**config.mk**
```make
export PLATFORM = sky130hd
export DESIGN_NAME = scan_mux_flat
export DESIGN_NICKNAME = d
export VERILOG_FILES = /design/src/rtl/scan_mux_if.sv /design/src/rtl/scan_mux.sv /design/src/flat_wrapper.sv
export SDC_FILE = /design/constraint.sdc
export NUM_CORES = 1
export LEC_CHECK = 0
export CORE_UTILIZATION = 34
export DETAILED_ROUTE_END_ITERATION = 12
export PLACE_DENSITY = 0.64
export SLEW_MARGIN = 10
export SYNTH_ARGS = -nofsm -noshare
export SYNTH_HDL_FRONTEND = slang
export SYNTH_SLANG_ARGS = --single-unit
```
**constraint.sdc**
```tcl
create_clock -name clk -period 1.7 [get_ports clk]
set_input_delay 0.255 -clock clk [delete_from_list [all_inputs] [get_ports clk]]
set_output_delay 0.255 -clock clk [all_outputs]
set_load 0.05 [all_outputs]
```
**src/rtl/scan_mux_if.sv**
```systemverilog
// scan_mux_if: bundles the data, control and status signals of scan_mux.
//   din   - N packed channels of WIDTH bits, channel k at din[k*WIDTH +: WIDTH]
//   mode  - 0 manual select, 1 auto-scan
//   sel   - manual channel index
//   en    - clock enable
//   dout  - registered selected channel data
//   ch    - index of the channel held on dout
//   valid - pulse: dout/ch updated
//   wrap  - pulse: scan captured the last channel
//   err   - pulse: manual sel out of range
// master drives din/mode/sel/en; slave (the mux) drives the results.
interface scan_mux_if #(
  parameter int unsigned WIDTH = 1,
  parameter int unsigned N     = 8
);
  localparam int unsigned SEL_W = (N > 1) ? $clog2(N) : 1;

  logic [N*WIDTH-1:0] din;
  logic               mode;
  logic [SEL_W-1:0]   sel;
  logic               en;
  logic [WIDTH-1:0]   dout;
  logic [SEL_W-1:0]   ch;
  logic               valid;
  logic               wrap;
  logic               err;

  modport master (
    output din, mode, sel, en,
    input  dout, ch, valid, wrap, err
  );

  modport slave (
    input  din, mode, sel, en,
    output dout, ch, valid, wrap, err
  );
endinterface

```
**src/rtl/scan_mux.sv**
```systemverilog
// scan_mux: registered N-way channel selector with manual and auto-scan modes.
//   clk   - clock, all state changes on the rising edge
//   rst_n - asynchronous active-low reset
//   bus   - scan_mux_if slave port (din/mode/sel/en in, dout/ch/valid/wrap/err out)
// Manual mode captures din[sel] every enabled edge. Scan mode walks channels
// 0..N-1, dwelling DWELL enabled cycles on each before capturing it.
module scan_mux #(
  parameter int unsigned WIDTH = 1,
  parameter int unsigned N     = 8,
  parameter int unsigned DWELL = 1
) (
  input logic       clk,
  input logic       rst_n,
  scan_mux_if.slave bus
);

  localparam int unsigned SEL_W = (N > 1) ? $clog2(N) : 1;
  localparam int unsigned CNT_W = (DWELL > 1) ? $clog2(DWELL) : 1;

  localparam logic [SEL_W-1:0] PtrMax = SEL_W'(N - 1);
  localparam logic [CNT_W-1:0] CntMax = CNT_W'(DWELL - 1);

  typedef enum logic {StManual, StScan} state_e;

  state_e state_q, state_d;

  logic [SEL_W-1:0] ptr_q, ptr_d;
  logic [CNT_W-1:0] cnt_q, cnt_d;
  logic [WIDTH-1:0] dout_q, dout_d;
  logic [SEL_W-1:0] ch_q, ch_d;
  logic             valid_q, valid_d;
  logic             wrap_q, wrap_d;
  logic             err_q, err_d;

  // Channel mux. Indices with no matching channel (sel >= N) select zero and
  // report a miss, which is what flags the manual range error.
  logic [SEL_W-1:0] idx;
  logic [WIDTH-1:0] idx_data;
  logic             idx_hit;

  assign idx = bus.mode ? ptr_q : bus.sel;

  always_comb begin
    idx_data = '0;
    idx_hit  = 1'b0;
    for (int k = 0; k < int'(N); k++) begin
      if (idx == SEL_W'(k)) begin
        idx_data = bus.din[k*WIDTH +: WIDTH];
        idx_hit  = 1'b1;
      end
    end
  end

  // State register
  always_ff @(posedge clk or negedge rst_n) begin
    if (!rst_n) begin
      state_q <= StManual;
    end else begin
      state_q <= state_d;
    end
  end

  // Next state: follows mode on every enabled edge
  always_comb begin
    state_d = state_q;
    if (bus.en) begin
      state_d = bus.mode ? StScan : StManual;
    end
  end

  // Output / datapath next-state
  always_comb begin
    dout_d  = dout_q;
    ch_d    = ch_q;
    ptr_d   = ptr_q;
    cnt_d   = cnt_q;
    valid_d = 1'b0;
    wrap_d  = 1'b0;
    err_d   = 1'b0;
    if (bus.en) begin
      if (!bus.mode) begin
        // Manual capture, also taken on the scan->manual edge
        dout_d  = idx_data;
        ch_d    = bus.sel;
        valid_d = 1'b1;
        err_d   = ~idx_hit;
        ptr_d   = '0;
        cnt_d   = '0;
      end else begin
        unique case (state_q)
          StManual: begin
            // Entering scan: restart at channel 0, no capture this edge
            ptr_d = '0;
            cnt_d = '0;
          end
          StScan: begin
            if (cnt_q == CntMax) begin
              dout_d  = idx_data;
              ch_d    = ptr_q;
              valid_d = 1'b1;
              wrap_d  = (ptr_q == PtrMax);
              ptr_d   = (ptr_q == PtrMax) ? '0 : ptr_q + SEL_W'(1);
              cnt_d   = '0;
            end else begin
              cnt_d = cnt_q + CNT_W'(1);
            end
          end
          default: ;
        endcase
      end
    end
  end

  always_ff @(posedge clk or negedge rst_n) begin
    if (!rst_n) begin
      ptr_q   <= '0;
      cnt_q   <= '0;
      dout_q  <= '0;
      ch_q    <= '0;
      valid_q <= 1'b0;
      wrap_q  <= 1'b0;
      err_q   <= 1'b0;
    end else begin
      ptr_q   <= ptr_d;
      cnt_q   <= cnt_d;
      dout_q  <= dout_d;
      ch_q    <= ch_d;
      valid_q <= valid_d;
      wrap_q  <= wrap_d;
      err_q   <= err_d;
    end
  end

  assign bus.dout  = dout_q;
  assign bus.ch    = ch_q;
  assign bus.valid = valid_q;
  assign bus.wrap  = wrap_q;
  assign bus.err   = err_q;

endmodule

```
**src/flat_wrapper.sv**
```systemverilog
// flat-port wrapper written by rule: the top's interface ports become plain ports
module scan_mux_flat 
#(
  parameter int unsigned WIDTH = 1,
  parameter int unsigned N     = 8,
  parameter int unsigned DWELL = 1
)
  (clk, rst_n, bus_din, bus_mode, bus_sel, bus_en, bus_dout, bus_ch, bus_valid, bus_wrap, bus_err);
  scan_mux_if #(.WIDTH(WIDTH), .N(N)) bus_i ();
  input logic clk;
  input logic rst_n;
  input wire logic [$bits(bus_i.din)-1:0] bus_din;
  input wire logic [$bits(bus_i.mode)-1:0] bus_mode;
  input wire logic [$bits(bus_i.sel)-1:0] bus_sel;
  input wire logic [$bits(bus_i.en)-1:0] bus_en;
  output wire logic [$bits(bus_i.dout)-1:0] bus_dout;
  output wire logic [$bits(bus_i.ch)-1:0] bus_ch;
  output wire logic [$bits(bus_i.valid)-1:0] bus_valid;
  output wire logic [$bits(bus_i.wrap)-1:0] bus_wrap;
  output wire logic [$bits(bus_i.err)-1:0] bus_err;
  assign bus_i.din = bus_din;
  assign bus_i.mode = bus_mode;
  assign bus_i.sel = bus_sel;
  assign bus_i.en = bus_en;
  assign bus_dout = bus_i.dout;
  assign bus_ch = bus_i.ch;
  assign bus_valid = bus_i.valid;
  assign bus_wrap = bus_i.wrap;
  assign bus_err = bus_i.err;
  scan_mux #(.WIDTH(WIDTH), .N(N), .DWELL(DWELL)) u_core (.clk(clk), .rst_n(rst_n), .bus(bus_i));
endmodule
```
==> results.cfg <==
[run_status]
status = finished, final reports clean

[run]
maxCapViolCount = 0

[setup_path]
crit_required_ns = 1.44
r2r_end = u_core.bus.dout
crit_path_max_incr_delay_ns = 0.79
timing.rr.start = u_core.ptr_q[0]
reg2reg_slack_ns = 0.23
crit_chain = clkdlybuf4s50_1
crit_buf_inv = 1
startpoint_type = flip-flop
crit_fanout = 1
reg2regPathDepth = 4
cp.arrival_ns = 1.38
end_kind = output port
crit_slowest_cell = clkdlybuf4s50_1
crit_family = buffers and inverters
critPathKind = flip-flop to output port

[final_layout]
nets = 88
diodes = 0
layout-drive-gt1-share_pct = 22.9
fin_cells = 85
syn2layout_area_growth_pct = 47.4
utilization_pct = 57.1
design_area_um2 = 790

[grt]
grt_pass1_wl_um = 1540
grt_pass1_vias = 339
antenna_found_initial = 0
grtUsageTotal_pct = 12.0
grt.overflow.total = 0
grt_max_degree = 12

[clock_tree]
cts_max_path_buffers = 2
ctsResizeCount = 0
cts_root_buf = clkbuf_4
cts_made_buffers = 3
post-cts-setup-buffers = 0
cts.sinks = 11
clock_latency_ns = 0.26
clkTransAtPathRegs_ns = 0.07
cts_tree = yes
htree_num_levels = 1
cts_hold_buf = 0

[yosys]
synth_mux_area_share_pct = 24.8
ys_types = 17
synth_warnings = 0
syn_area_per_cell_um2 = 12.5
ys_seq_area_share_pct = 51.4
synthCells = 43
synth-compound-area-share_pct = 6.07
syn_nets = 60
synth-simple-area-share_pct = 6.78
ys_seq_elements = 11
netlist_area_um2 = 536
synthAdderAreaFrac_pct = 4.67
synth_top_family_by_area = multiplexers
synth_xor_area_share_pct = 0

[timing]
rsz0062_at_grt = false
finalMaxSlewViolations = 0
min_period_over_period_pct = 95.9
clock.fmax_ghz = 0.613
skew_ns = 0.000515
hold_viol = 0
setup_tns_ns = 0
setup_viol = 0
whs_ns = 0.321
post-route-min-period_ns = 1.63
worstMarginPinSlew_ns = 0.496
max-slew-margin-rel_pct = 66.8
timing.final.ws_setup_ns = 0.0691

[die]
row_count = 13
initial_core_util_pct = 38.7
die_area_um2 = 1740
ios = 22
die_w_um = 41.7
die_h_um = 41.7
core_area_um2 = 1380

[min_path]
holdCritPathClass = input port to async pin

[power]
power.total_mw = 0.681
clock_power_share_pct = 26.0
switching_share_pct = 31.0
cellPowerDensity_nw_per_um2 = 863
p_leak_nw = 0.377
p_seq_share_pct = 44.4
power_switching_mw = 0.211
power.internal_mw = 0.470
comb_power_share_pct = 29.6
ir_drop_mv = 0.499

[detailed_routing]
first_iter_violations = 2
via_per_inst = 4.73
ant_nets = 0
drt-total-wl_um = 928
wl_per_cell_um = 10.9
drt-pass1-iter-count = 2
route.detailed.drc = 0
dr_total_vias = 402

[place]
gp_congestion = 0.720
pre_cts_ws_ns = -0.165
place_inst = 81
place_area_um2 = 763
hpwl_um = 735
portBuffers = 21
[area by class of cell]
| class | count | area [um^2] |
|---|---|---|
| fill | 126 | 593 |
| sequential | 11 | 275 |
| multi-input combinational | 26 | 230 |
| timing repair buffer | 24 | 220 |
| clock buffer | 4 | 26.3 |
| inverter | 5 | 18.8 |
| tap | 15 | 18.8 |
[flip-flops by register name, summed over array words and instances, names as in the netlist]
name and flops:
u_core.bus.err 1, u_core.bus.dout 1, u_core.bus.valid 1, u_core.state_q 1
u_core.bus.ch 3, u_core.bus.wrap 1, u_core.ptr_q 3
[layout by cell type (no fill, tap or decap), types with 2 or more instances in the layout]
| master | netlist | layout |
|---|---|---|
| o21ai_1 | 2 | 2 |
| nand2_1 | 3 | 3 |
| dfrtp_1 | 11 | 11 |
| clkbuf_4 | 0 | 3 |
| ha_1 | 2 | 2 |
| nor2_1 | 2 | 2 |
| o21ai_0 | 3 | 3 |
| clkdlybuf4s50_1 | 0 | 16 |
| buf_4 | 0 | 8 |
| mux2i_1 | 2 | 2 |
| mux2_2 | 4 | 4 |
| inv_1 | 5 | 5 |
| mux4_1 | 2 | 2 |
[layer usage]
metal	vias to the layer above	GRT usage, %	routed length, um	part of all wire (%)
li1	206	-	-	-
met1	181	15.0	447	48
met2	15	18.4	407	44
met3	0	6.96	73	7.9
met4	0	1.94	0	0
met5	-	0	0	0
[logic make-up after synthesis]
group,after synthesis
flip-flops,11
multiplexers,9
AND/OR/NAND/NOR,8
AO/OA/AOI/OAI,6
buffers and inverters,6
adder cells (fa/ha/maj),2
other,1
[Yosys cell counts]
| cell type | number | area share (%) |
|---|---|---|
| dfrtp_1 | 11 | 51 |
| inv_1 | 5 | 3.5 |
| mux2_2 | 4 | 8.4 |
| nand2_1 | 3 | 2.1 |
| o21ai_0 | 3 | 2.8 |
| ha_1 | 2 | 4.7 |
| mux2i_1 | 2 | 3.7 |
| mux4_1 | 2 | 9.8 |
| nor2_1 | 2 | 1.4 |
| o21ai_1 | 2 | 1.9 |
| buf_6 | 1 | 2.1 |
| conb_1 | 1 | 0.70 |
| mux2_4 | 1 | 2.8 |
| nand2b_1 | 1 | 1.2 |
| nand3_1 | 1 | 0.93 |
| nand4_1 | 1 | 1.2 |
| o31ai_1 | 1 | 1.4 |
[how the worst max path moves through the flow]
stage | slack [ns] | cells past startpoint | end | start
floorplan | 0.26 | 5 | u_core.bus.dout | bus_mode
global placement | -0.15 | 5 | u_core.bus.dout | bus_mode
detailed placement | -0.17 | 5 | u_core.bus.dout | bus_mode
CTS | 0.05 | 1 | bus_valid | u_core.bus.valid
global route | 0.04 | 1 | bus_err | u_core.bus.err
finish | 0.07 | 1 | bus_valid | u_core.bus.valid
[power groups by stage]
| stage | Combinational (mW) | Clock (mW) | Sequential [mW] |
|---|---|---|---|
| detailed placement | 0.203 | 0 | 0.308 |
| global route | 0.214 | 0.198 | 0.306 |
| floorplan | 0.0543 | 0 | 0.373 |
| finish | 0.202 | 0.177 | 0.302 |
| global placement | 0.202 | 0 | 0.308 |
| CTS | 0.204 | 0.187 | 0.303 |
Power figures use the tool's default switching activity.
